### config.mk
export PLATFORM = sky130hd
export DESIGN_NAME = shift_add_multiplier_flat
export DESIGN_NICKNAME = d
export VERILOG_FILES = /design/src/rtl/alu_pkg.sv /design/src/rtl/shift_add_multiplier_if.sv /design/src/rtl/shift_add_multiplier_adder.sv /design/src/rtl/shift_add_multiplier.sv /design/src/flat_wrapper.sv
export SDC_FILE = /design/constraint.sdc
export NUM_CORES = 1
export LEC_CHECK = 0
export CAP_MARGIN = 20
export CORE_ASPECT_RATIO = 1.1
export CORE_MARGIN = 2
export CORE_UTILIZATION = 48
export DETAILED_ROUTE_END_ITERATION = 8
export PLACE_DENSITY = 0.8
export SLEW_MARGIN = 40
export SYNTH_ARGS = -nofsm -noshare
export SYNTH_HDL_FRONTEND = slang
export SYNTH_SLANG_ARGS = --single-unit
export TNS_END_PERCENT = 20
### constraint.sdc
create_clock -name clk -period 8.9 [get_ports clk]
set_input_delay 1.335 -clock clk [delete_from_list [all_inputs] [get_ports clk]]
set_output_delay 1.335 -clock clk [all_outputs]
set_load 0.01 [all_outputs]
### src/rtl/alu_pkg.sv
// Shared ALU definitions: multiplier FSM states and default operand width.
package alu_pkg;
  localparam int MUL_W_DEFAULT = 16;

  typedef enum logic [1:0] {
    IDLE = 2'd0,
    RUN  = 2'd1,
    FIX  = 2'd2,
    DONE = 2'd3
  } mul_state_t;
endpackage

### src/rtl/shift_add_multiplier_if.sv
// Operand/product handshake bundle for the shift-and-add multiplier.
interface shift_add_multiplier_if
  import alu_pkg::*;
#(
  parameter int W = MUL_W_DEFAULT
);
  logic           in_valid;
  logic           in_ready;
  logic [W-1:0]   in_a;
  logic [W-1:0]   in_b;
  logic           in_signed;
  logic           out_valid;
  logic           out_ready;
  logic [2*W-1:0] product;
  logic           busy;

  modport master (
    output in_valid, in_a, in_b, in_signed, out_ready,
    input  in_ready, out_valid, product, busy
  );

  modport slave (
    input  in_valid, in_a, in_b, in_signed, out_ready,
    output in_ready, out_valid, product, busy
  );
endinterface

### src/rtl/shift_add_multiplier_adder.sv
// Parameterised W-bit ripple-carry adder; cout_o is the MSB carry.
module FullAdder #(
  parameter int W = 16
) (
  input  logic [W-1:0] a_i,
  input  logic [W-1:0] b_i,
  input  logic         cin_i,
  output logic [W-1:0] sum_o,
  output logic         cout_o
);
  logic [W:0] c;

  assign c[0] = cin_i;

  for (genvar i = 0; i < W; i++) begin : g_bit
    assign sum_o[i] = a_i[i] ^ b_i[i] ^ c[i];
    assign c[i+1]   = (a_i[i] & b_i[i]) | (c[i] & (a_i[i] ^ b_i[i]));
  end

  assign cout_o = c[W];
endmodule

### src/rtl/shift_add_multiplier.sv
// Iterative radix-2 shift-and-add multiplier, W accumulate steps per op.
// Optional signed support (magnitude multiply + final negate) under MUL_SIGNED_EN.
module shift_add_multiplier
  import alu_pkg::*;
#(
  parameter int W = MUL_W_DEFAULT
) (
  input  logic                  clk,
  input  logic                  rst_n,
  shift_add_multiplier_if.slave bus
);
  localparam int CW = $clog2(W) + 1;

  mul_state_t   state_q, state_d;
  logic [W-1:0] mcand_q, mcand_d;
  logic [W-1:0] acc_hi_q, acc_hi_d;
  logic [W-1:0] acc_lo_q, acc_lo_d;
  logic [CW-1:0] count_q, count_d;

  logic [W-1:0] op_a, op_b;
  logic [W-1:0] addend, sum;
  logic         carry;

`ifdef MUL_SIGNED_EN
  logic sgn_q, sgn_d;
  logic neg_q, neg_d;
  logic neg_a, neg_b;

  // The magnitude of the most negative value wraps to 2^(W-1), which is
  // exactly its unsigned magnitude, so no extra width is needed.
  assign neg_a = bus.in_signed & bus.in_a[W-1];
  assign neg_b = bus.in_signed & bus.in_b[W-1];
  assign op_a  = neg_a ? (~bus.in_a + W'(1)) : bus.in_a;
  assign op_b  = neg_b ? (~bus.in_b + W'(1)) : bus.in_b;
`else
  assign op_a = bus.in_a;
  assign op_b = bus.in_b;
`endif

  assign addend = acc_lo_q[0] ? mcand_q : '0;

  FullAdder #(.W(W)) u_add (
    .a_i    (acc_hi_q),
    .b_i    (addend),
    .cin_i  (1'b0),
    .sum_o  (sum),
    .cout_o (carry)
  );

  always_comb begin
    state_d  = state_q;
    mcand_d  = mcand_q;
    acc_hi_d = acc_hi_q;
    acc_lo_d = acc_lo_q;
    count_d  = count_q;
`ifdef MUL_SIGNED_EN
    sgn_d    = sgn_q;
    neg_d    = neg_q;
`endif
    case (state_q)
      IDLE: begin
        if (bus.in_valid) begin
          mcand_d  = op_a;
          acc_hi_d = '0;
          acc_lo_d = op_b;
          count_d  = '0;
`ifdef MUL_SIGNED_EN
          sgn_d    = bus.in_signed;
          neg_d    = neg_a ^ neg_b;
`endif
          state_d  = RUN;
        end
      end
      RUN: begin
        {acc_hi_d, acc_lo_d} = {carry, sum, acc_lo_q[W-1:1]};
        count_d = count_q + CW'(1);
        if (count_q == CW'(W - 1)) begin
`ifdef MUL_SIGNED_EN
          state_d = sgn_q ? FIX : DONE;
`else
          state_d = DONE;
`endif
        end
      end
      FIX: begin
`ifdef MUL_SIGNED_EN
        if (neg_q)
          {acc_hi_d, acc_lo_d} = ~{acc_hi_q, acc_lo_q} + {{(2*W-1){1'b0}}, 1'b1};
        state_d = DONE;
`else
        state_d = IDLE;
`endif
      end
      DONE: begin
        if (bus.out_ready) state_d = IDLE;
      end
      default: state_d = IDLE;
    endcase
  end

  always_ff @(posedge clk) begin
    if (!rst_n) begin
      state_q  <= IDLE;
      mcand_q  <= '0;
      acc_hi_q <= '0;
      acc_lo_q <= '0;
      count_q  <= '0;
`ifdef MUL_SIGNED_EN
      sgn_q    <= 1'b0;
      neg_q    <= 1'b0;
`endif
    end else begin
      state_q  <= state_d;
      mcand_q  <= mcand_d;
      acc_hi_q <= acc_hi_d;
      acc_lo_q <= acc_lo_d;
      count_q  <= count_d;
`ifdef MUL_SIGNED_EN
      sgn_q    <= sgn_d;
      neg_q    <= neg_d;
`endif
    end
  end

  assign bus.in_ready  = (state_q == IDLE);
  assign bus.busy      = (state_q != IDLE);
  assign bus.out_valid = (state_q == DONE);
  assign bus.product   = {acc_hi_q, acc_lo_q};
endmodule
### src/flat_wrapper.sv
// flat-port wrapper written by rule: the top's interface ports become plain ports
module shift_add_multiplier_flat import alu_pkg::*;
#(
  parameter int W = MUL_W_DEFAULT
)
  (clk, rst_n, bus_in_valid, bus_in_a, bus_in_b, bus_in_signed, bus_out_ready, bus_in_ready, bus_out_valid, bus_product, bus_busy);
  shift_add_multiplier_if #(.W(W)) bus_i ();
  input  logic clk;
  input  logic rst_n;
  input wire logic [$bits(bus_i.in_valid)-1:0] bus_in_valid;
  input wire logic [$bits(bus_i.in_a)-1:0] bus_in_a;
  input wire logic [$bits(bus_i.in_b)-1:0] bus_in_b;
  input wire logic [$bits(bus_i.in_signed)-1:0] bus_in_signed;
  input wire logic [$bits(bus_i.out_ready)-1:0] bus_out_ready;
  output wire logic [$bits(bus_i.in_ready)-1:0] bus_in_ready;
  output wire logic [$bits(bus_i.out_valid)-1:0] bus_out_valid;
  output wire logic [$bits(bus_i.product)-1:0] bus_product;
  output wire logic [$bits(bus_i.busy)-1:0] bus_busy;
  assign bus_i.in_valid = bus_in_valid;
  assign bus_i.in_a = bus_in_a;
  assign bus_i.in_b = bus_in_b;
  assign bus_i.in_signed = bus_in_signed;
  assign bus_i.out_ready = bus_out_ready;
  assign bus_in_ready = bus_i.in_ready;
  assign bus_out_valid = bus_i.out_valid;
  assign bus_product = bus_i.product;
  assign bus_busy = bus_i.busy;
  shift_add_multiplier #(.W(W)) u_core (.clk(clk), .rst_n(rst_n), .bus(bus_i));
endmodule
Word-level counts from Yosys, hierarchy flattened --
Cells that the tools add are included.
Cells by class: bitwise gates (word level) 77, equality and inequality tests 7, mux-type cells 11, reduce and logical (&&, ||, !) cells 6, $add $sub $neg 1
Operators by type and width (number):
- $pmux 16 s2 | 2
- $mux 16 | 3
- $and 1x1->1 | 31
- $xor 1x1->1 | 31
- $or 1x1->1 | 15
- $pmux 5 s2 | 1
- $pmux 2 s4 | 1
- $mux 2 | 3
- $add 5x1->5 const B | 1
- $eq 5x4->1 const B | 1
- $mux 5 | 1
- $eq 2x2->1 const B | 2
- $ne 2x2->1 const B | 2
- $reduce_and 2->1 | 2
- $reduce_bool 2->1 | 2
- $reduce_and 3->1 | 1
- $eq 2x1->1 const B | 1
- $logic_not 2->1 | 1
- $ne 2x1->1 const B | 1
Word-level totals: input port bits 37, bits in registers 55, word-level logic and storage cells 107, output and inout port bits 35

Depth between registers and ports, before layout --
Gate-level depths: netlist of run 1.
depth in word-level cells 33, depth in mapped cells 23, mapped depth without buffers 22

Cells and area by module --
Synthesis of run 1 repeated with hierarchy kept, for this count alone.
Second synthesis, totals: cell total of the unflattened synthesis 296, area total of the unflattened synthesis 2622.5 µm²
By module, submodules not included:
- shift_add_multiplier | area an instance 2264.7 µm², seq. area each 1101.1 µm², times used 1, cells each 270
- FullAdder | area an instance 357.8 µm², seq. area each 0.0 µm², times used 1, cells each 26

Least setup slack after synthesis of run 1 --
No wires, ideal clock.
path type reg-to-reg, start point register u_core.acc_lo_q[0], end point register u_core.acc_hi_q[14], required time 8.772 ns, stages on the path, launching flop included 23, slack 1.954 ns, setup time 0.128 ns, period minus slack after synthesis 6.946 ns, buffers on the path 2, data arrival time 6.819 ns, cell sequence dfxtp_1 > clkbuf_1 > clkbuf_1 > nand2_1 > fa_1 > fa_1 > fa_1 > fa_1 > fa_1 > fa_1 > fa_1 > fa_1 > fa_1 > fa_1 > fa_1 > fa_1 > fa_1 > inv_1 > fa_1 > inv_1 > fa_1 > a2bb2oi_1 > nor2_1
Between the ends: cells in the longest elaborated chain, start to end 32, elaborated cells between the ends (all ways) 61, classes of those cells mux: 2; bitwise: 59
RTL lines:
- start: declaration | line shift_add_multiplier.sv:17 | logic [W-1:0] acc_lo_q, acc_lo_d;
- start signal: assignment | line shift_add_multiplier.sv:116 | acc_lo_q <= acc_lo_d;
- $mux 16 (*) | line shift_add_multiplier.sv:40 | assign addend = acc_lo_q[0] ? mcand_q : '0;
- $and 1x1->1 or $xor 1x1->1 (tied branches) | line shift_add_multiplier_adder.sv:17 | assign c[i+1] = (a_i[i] & b_i[i]) | (c[i] & (a_i[i] ^ b_i[i]));
- $and 1x1->1 | line shift_add_multiplier_adder.sv:17
- $or 1x1->1 | line shift_add_multiplier_adder.sv:17
- $and 1x1->1 | line shift_add_multiplier_adder.sv:17
- $or 1x1->1 | line shift_add_multiplier_adder.sv:17
- $and 1x1->1 | line shift_add_multiplier_adder.sv:17
- $or 1x1->1 | line shift_add_multiplier_adder.sv:17
- (+16 left out)
- $and 1x1->1 | line shift_add_multiplier_adder.sv:17
- $or 1x1->1 | line shift_add_multiplier_adder.sv:17
- $and 1x1->1 | line shift_add_multiplier_adder.sv:17
- $or 1x1->1 | line shift_add_multiplier_adder.sv:17
- $and 1x1->1 | line shift_add_multiplier_adder.sv:17
- $or 1x1->1 | line shift_add_multiplier_adder.sv:17
- $xor 1x1->1 (*) | line shift_add_multiplier_adder.sv:16 | assign sum_o[i] = a_i[i] ^ b_i[i] ^ c[i];
- $pmux 16 s2 (*) | line shift_add_multiplier.sv:60 | case (state_q)
- end signal: assignment | line shift_add_multiplier.sv:115 | acc_hi_q <= acc_hi_d;
- end: declaration | line shift_add_multiplier.sv:16 | logic [W-1:0] acc_hi_q, acc_hi_d;
Mark *: on every way between the ends. The rest lies on a longest branch, timed or not. A chain may end at the register's enable or synchronous reset.

Worst setup path in the final report of run 1 --
Ends and elaborated chain as after synthesis.

==> results of run 1 <==
-- worst register-to-register path, stage by stage, from the launching register on --
cell	delay, ns
dfxtp_1	0.72
and2_1	0.23
ha_1	0.15
inv_1	0.05
fa_1	0.38
fa_1	0.38
fa_1	0.38
fa_1	0.41
fa_1	0.42
fa_1	0.40
fa_1	0.41
fa_1	0.40
fa_1	0.41
fa_1	0.41
fa_1	0.40
fa_1	0.39
fa_1	0.36
inv_1	0.07
fa_1	0.15
inv_1	0.05
fa_1	0.48
a2bb2oi_1	0.17
nor2_1	0.05
-- synth_stat cells (2+ instances only) --
| master | number | share of area, % |
|---|---|---|
| a21oi_1 | 48 | 9.2 |
| a22oi_1 | 2 | 0.57 |
| a2bb2oi_1 | 16 | 5.3 |
| a31oi_1 | 2 | 0.48 |
| and2_1 | 3 | 0.72 |
| buf_2 | 11 | 2.1 |
| buf_6 | 5 | 2.1 |
| clkbuf_1 | 6 | 0.86 |
| dfxtp_1 | 55 | 42 |
| fa_1 | 15 | 11 |
| ha_1 | 3 | 1.4 |
| inv_1 | 20 | 2.9 |
| nand2_1 | 66 | 9.4 |
| nand3_1 | 2 | 0.38 |
| nor2_1 | 20 | 2.9 |
| o21ai_0 | 17 | 3.2 |
-- final cells by class --
type	count	area, um^2	area share [%]
well taps	75	93.8	2.78
multi-input cells	207	1300	38.5
repair buffers	72	716	21.2
clock inverters	3	20.0	0.593
inverters	20	75.1	2.23
flip-flops and latches	55	1100	32.6
clock buffers	5	68.8	2.04
-- through the flow --
stage	area [um^2]	worst slack (ns)
2_1_floorplan	2620	1.95
3_3_place_gp	3280	1.68
3_5_place_dp	3280	1.62
4_1_cts	3370	1.43
5_1_grt	3370	1.17
6_report	3370	1.50
-- logic make-up after synthesis --
kind of cell               share of synthesized area (%)
DFF                                                 42.0
and+or+nand+nor                                     16.4
AOI/OAI and AO/OA                                   20.3
adders and majority gates                           12.9
buffers and inverters                               8.54
-- state kept, by name, indices dropped and copies added, names as in the netlist --
signal           count
u_core.acc_lo_q     16
u_core.mcand_q      16
u_core.acc_hi_q     16
u_core.count_q       5
u_core.state_q       2
-- power groups by stage --
stage               Sequential (uW)  Combinational (uW)  Clock [uW]
CTS                             268                77.8         142
global route                    270                86.1         150
finish                          268                77.2         137
detailed placement              274                77.4           0
floorplan                       273                42.9           0
global placement                273                76.2           0
-- layer usage --
layer	wire length (um)	vias to the layer above	GRT usage [%]
li1	-	1111	-
met1	2460	1064	23.1
met2	2700	60	35.2
met3	342	5	5.03
met4	61	0	6.79
met5	0	-	0
-- worst max path at each step --
stage | start | to
2_1_floorplan | u_core.acc_lo_q[0] | u_core.acc_hi_q[14]
3_3_place_gp | u_core.acc_lo_q[0] | u_core.acc_hi_q[14]
3_5_place_dp | u_core.acc_lo_q[0] | u_core.acc_hi_q[14]
4_1_cts | u_core.acc_lo_q[0] | u_core.acc_hi_q[14]
5_1_grt | u_core.acc_lo_q[0] | u_core.acc_hi_q[14]
6_report | u_core.acc_lo_q[0] | u_core.acc_hi_q[14]
==> results.toml, run 1 <==
[min_path]
hp-start = "u_core.mcand_q[14]"
min_path_cells = 2
whs_endpoint = "u_core.mcand_q[14]"
hold_path_class = "reg -> reg"

[place]
gp_congestion = 0.757
portBuffers = 70
dp.cells = 429
hpwl_mm = 3.74

[timing]
rsz0062_at_grt = "false"
slew_headroom_pct = 57.5
finClkSkew_ns = 0.00936
setup_viol = 0
final.period_utilization_pct = 83.1
setup_tns_ns = 0
hold_slack_ns = 0.459
timing.fmax_ghz = 0.135
period_needed_ns = 7.40
finalMaxSlewViolations = 0
tightest_slew_ns = 0.636
final-hold-violation-count = 0

[setup_path]
path_class = "reg -> reg"
rr_worst_depth = 22
r2r_start = "u_core.acc_lo_q[0]"
path_delay_family = "adder cells"
critPathRequiredTime_ns = 9.08
crit_top_cell = "fa_1"
crit_cells = 22
path_buf_inv = 3
cp.arrival_ns = 7.58
worst_setup_path_start_kind = "flip-flop"
crit-reg2reg-capture = "u_core.acc_hi_q[14]"
rrSetupSlack_ns = 1.50
endpoint_kind = "flip-flop"
crit_slowest_cell = "dfxtp_1"
worst_path_largest_cell_delay_ns = 0.72
crit_path_cell_trace = "and2_1 -> ha_1 -> inv_1 -> fa_1 -> fa_1 -> fa_1 -> fa_1 -> fa_1 -> fa_1 -> fa_1 -> fa_1 -> fa_1 -> fa_1 -> fa_1 -> fa_1 -> fa_1 -> inv_1 -> fa_1 -> inv_1 -> fa_1 -> a2bb2oi_1 -> nor2_1"
cp_max_fo = 18

[global_routing]
antenna_found_initial = 0
grt_start_max_net_pins = 39
grt_pass1_wl_mm = 9.32
grt_pass1_vias = 2127
grt.total_usage_pct = 19.9
grt.overflow.total = 0

[die]
core-area_um2 = 5330
die_area_um2 = 6070
die_w_um = 74.5
start_util_pct = 49.3
ioPinCount = 72
row_count = 28
die_height_um = 81.5

[power_and_ir_drop]
switching_power_uw = 128
clockPowerShare_pct = 28.4
peakVddDrop_uv = 77.8
power_uw = 483
pwr-share-comb_pct = 16.0
p_int_uw = 354
seqPwrFrac_pct = 55.6
switching_share_pct = 26.6
leakagePower_uw = 0.00117
powerDensity_nw_per_um2 = 143

[routing]
routed_via_density = 5.13
drc = 0
drt_pass1_iterations = 4
drt_iter0_drc = 108
drt_wl_total_mm = 5.56
route.vias.total = 2240
wl_per_cell_um = 12.7
ant_nets = 0

[finish]
final_common_cell = "clkdlybuf4s50_1"
mostFrequentLayoutCells = "clkdlybuf4s50_1, nand2_1, dfxtp_1, a21oi_1, nor2_1"
finalNonFillerCells = 437
syn2layout_area_growth_pct = 28.6
drive_gt1_share_pct = 4.42
num_antenna_cells = 0
fill_cells = 496
final_nets = 416
fin_util_pct = 63.3

[clock_tree]
root_buffer = "clkbuf_8"
cts_made_buffers = 5
cts_hold_buf = 0
htree_num_levels = 2
cts_tree = "built"
postCtsSetupRepairBufs = 0
cts_buffer_depth = 2
path_clk_slew_ns = 0.10
cts_resized = 0
worstSkewPairLatency_ns = 0.31
cts.sinks = 55

[synth]
syn_area_per_cell_um2 = 8.60
syn_area_um2 = 2620
async_flop_share_pct = 0
yosysWarnings = 0
ys_seq_area_share_pct = 42.0
synthCells = 305
synth_ff_type = "dfxtp_1"
synth-edff-count = 0
yosys.cell_types.count = 30
syn-num-nets = 360
ys_ff_latch = 55

[flow_run]
drv_cap = 0

[outcome]
status = "completed"
Power figures use the tool's default switching activity.
==> run 2: changes to the inputs <==
Clock period 8.9 ns to 7.4 ns, I/O delays scaled along.
==> run 2 against run 1 <==
Compared with the run above: clock-buffer cell count unchanged; flip-flop and latch count unchanged; setup slack got worse by 1.0 ns; fmax up 7.2%; critical path type unchanged; critical endpoint unchanged.
==> results.toml, run 2 (synthesis gave the netlist of run 1 again) <==
[clock_tree]
root_buffer = "clkbuf_8"
cts.sinks = 55
cts_hold_buf = 0
worstSkewPairLatency_ns = 0.31
path_clk_slew_ns = 0.09
cts_made_buffers = 5
cts_buffer_depth = 2
postCtsSetupRepairBufs = 0
cts_resized = 0
cts_tree = "built"
htree_num_levels = 2

[power_and_ir_drop]
leakagePower_uw = 0.00117
peakVddDrop_uv = 113
powerDensity_nw_per_um2 = 171

[routing]
drc = 0
routed_via_density = 5.07
wl_met3_um = 332
wl_per_cell_um = 12.4
drt_iter0_drc = 122
route.vias.total = 2219
drt_wl_total_mm = 5.45
drt_pass1_iterations = 4
met1_length_mm = 2.44
wl_met2_mm = 2.65
ant_nets = 0
top_layer_used = "met4"

[setup_path]
worst_path_largest_cell_delay_ns = 0.47
crit_top_cell = "fa_1"
cp.arrival_ns = 7.07
crit_path_cell_trace = "buf_4 -> nand2_1 -> fa_1 -> fa_1 -> fa_1 -> fa_1 -> fa_1 -> fa_1 -> fa_1 -> fa_1 -> fa_1 -> fa_1 -> fa_1 -> fa_1 -> fa_1 -> inv_1 -> fa_1 -> inv_1 -> fa_1 -> a2bb2oi_1 -> nor2_1"
cp_max_fo = 17
path_class = "reg -> reg"
worst_setup_path_start_kind = "flip-flop"
crit_slowest_cell = "fa_1"
critPathRequiredTime_ns = 7.58
endpoint_kind = "flip-flop"

[die]
start_util_pct = 49.3
row_count = 28
die_height_um = 81.5
die_area_um2 = 6070
core-area_um2 = 5330
die_w_um = 74.5
ioPinCount = 72

[timing]
period_needed_ns = 6.90
finClkSkew_ns = 0.00678
hold_slack_ns = 0.460
setup_viol = 0
slew_headroom_pct = 57.9
tightest_slew_ns = 0.631
rsz0062_at_grt = "false"
finalMaxSlewViolations = 0
timing.fmax_ghz = 0.145
final.period_utilization_pct = 93.2
final-hold-violation-count = 0
setup_tns_ns = 0

[finish]
final_common_cell = "clkdlybuf4s50_1"
syn2layout_area_growth_pct = 28.9
postLayoutCellArea_um2 = 3380
mostFrequentLayoutCells = "clkdlybuf4s50_1, nand2_1, dfxtp_1, a21oi_1, nor2_1"
final_nets = 417
num_antenna_cells = 0
layout_top_registers = "u_core.acc_hi_q: 16 flops, u_core.acc_lo_q: 16 flops, u_core.mcand_q: 16 flops"
drive_gt1_share_pct = 4.68

[place]
gp_congestion = 0.750
hpwl_mm = 3.75
portBuffers = 70
dpl_cell_area_um2 = 3290

[flow_run]
drv_cap = 0

[outcome]
status = "completed"

[min_path]
hold_path_class = "reg -> reg"

[global_routing]
grt_pass1_vias = 2065
grt_pass1_wl_mm = 9.13
antenna_found_initial = 0
grt.overflow.total = 0
grt_start_max_net_pins = 39
grt.total_usage_pct = 19.1
-- run 2: path summary, 6_finish.rpt --
| path | from | endpoint | slack, ns | cells past startpoint |
|---|---|---|---|---|
| max | u_core.acc_lo_q[0] | u_core.acc_hi_q[14] | 0.50 | 21 |
| min | u_core.mcand_q[11] | u_core.mcand_q[11] | 0.46 | 2 |
| max reg2reg | u_core.acc_lo_q[0] | u_core.acc_hi_q[14] | 0.50 | 21 |
| min reg2reg | u_core.mcand_q[11] | u_core.mcand_q[11] | 0.46 | 2 |
-- run 2: area by class of cell --
type	instances	area, um^2
Clock buffer	5	68.8
Clock inverter	3	20.0
Fill cell	478	1940
Inverter	20	75.1
Multi-Input combinational cell	207	1300
Sequential cell	55	1100
Tap cell	75	93.8
Timing Repair Buffer	73	723
-- run 2: per-layer routing --
metal  track usage [%]  vias to the layer above
li1                  -                     1111
met1              23.7                     1049
met2              34.1                       55
met3              4.79                        4
met4              3.21                        0
met5                 0                        -
-- run 2: report_power, final --
| group | internal [uW] | switching (uW) | leakage (uW) |
|---|---|---|---|
| clock | 66.1 | 97.0 | 0.0000402 |
| sequential | 310 | 9.98 | 0.000450 |
| combinational | 50.0 | 45.8 | 0.000684 |
-- run 2: through the flow --
stage	cells	setup WS, ns	power [uW]	util [%]
global placement	430	0.591	422	61.8
detailed placement	430	0.493	424	61.8
CTS	438	0.452	585	63.5
floorplan	305	0.454	380	-
global route	438	0.268	608	63.5
finish	438	0.503	579	63.5
-- run 2: critical path: cells and delay by family (launching register included) --
family / cells / cell delay [ns]
AOI/OAI and AO/OA: 1 / 0.16
DFF: 1 / 0.33
and+or+nand+nor: 2 / 0.15
buffers and inverters: 3 / 0.34
adders and majority gates: 15 / 5.77
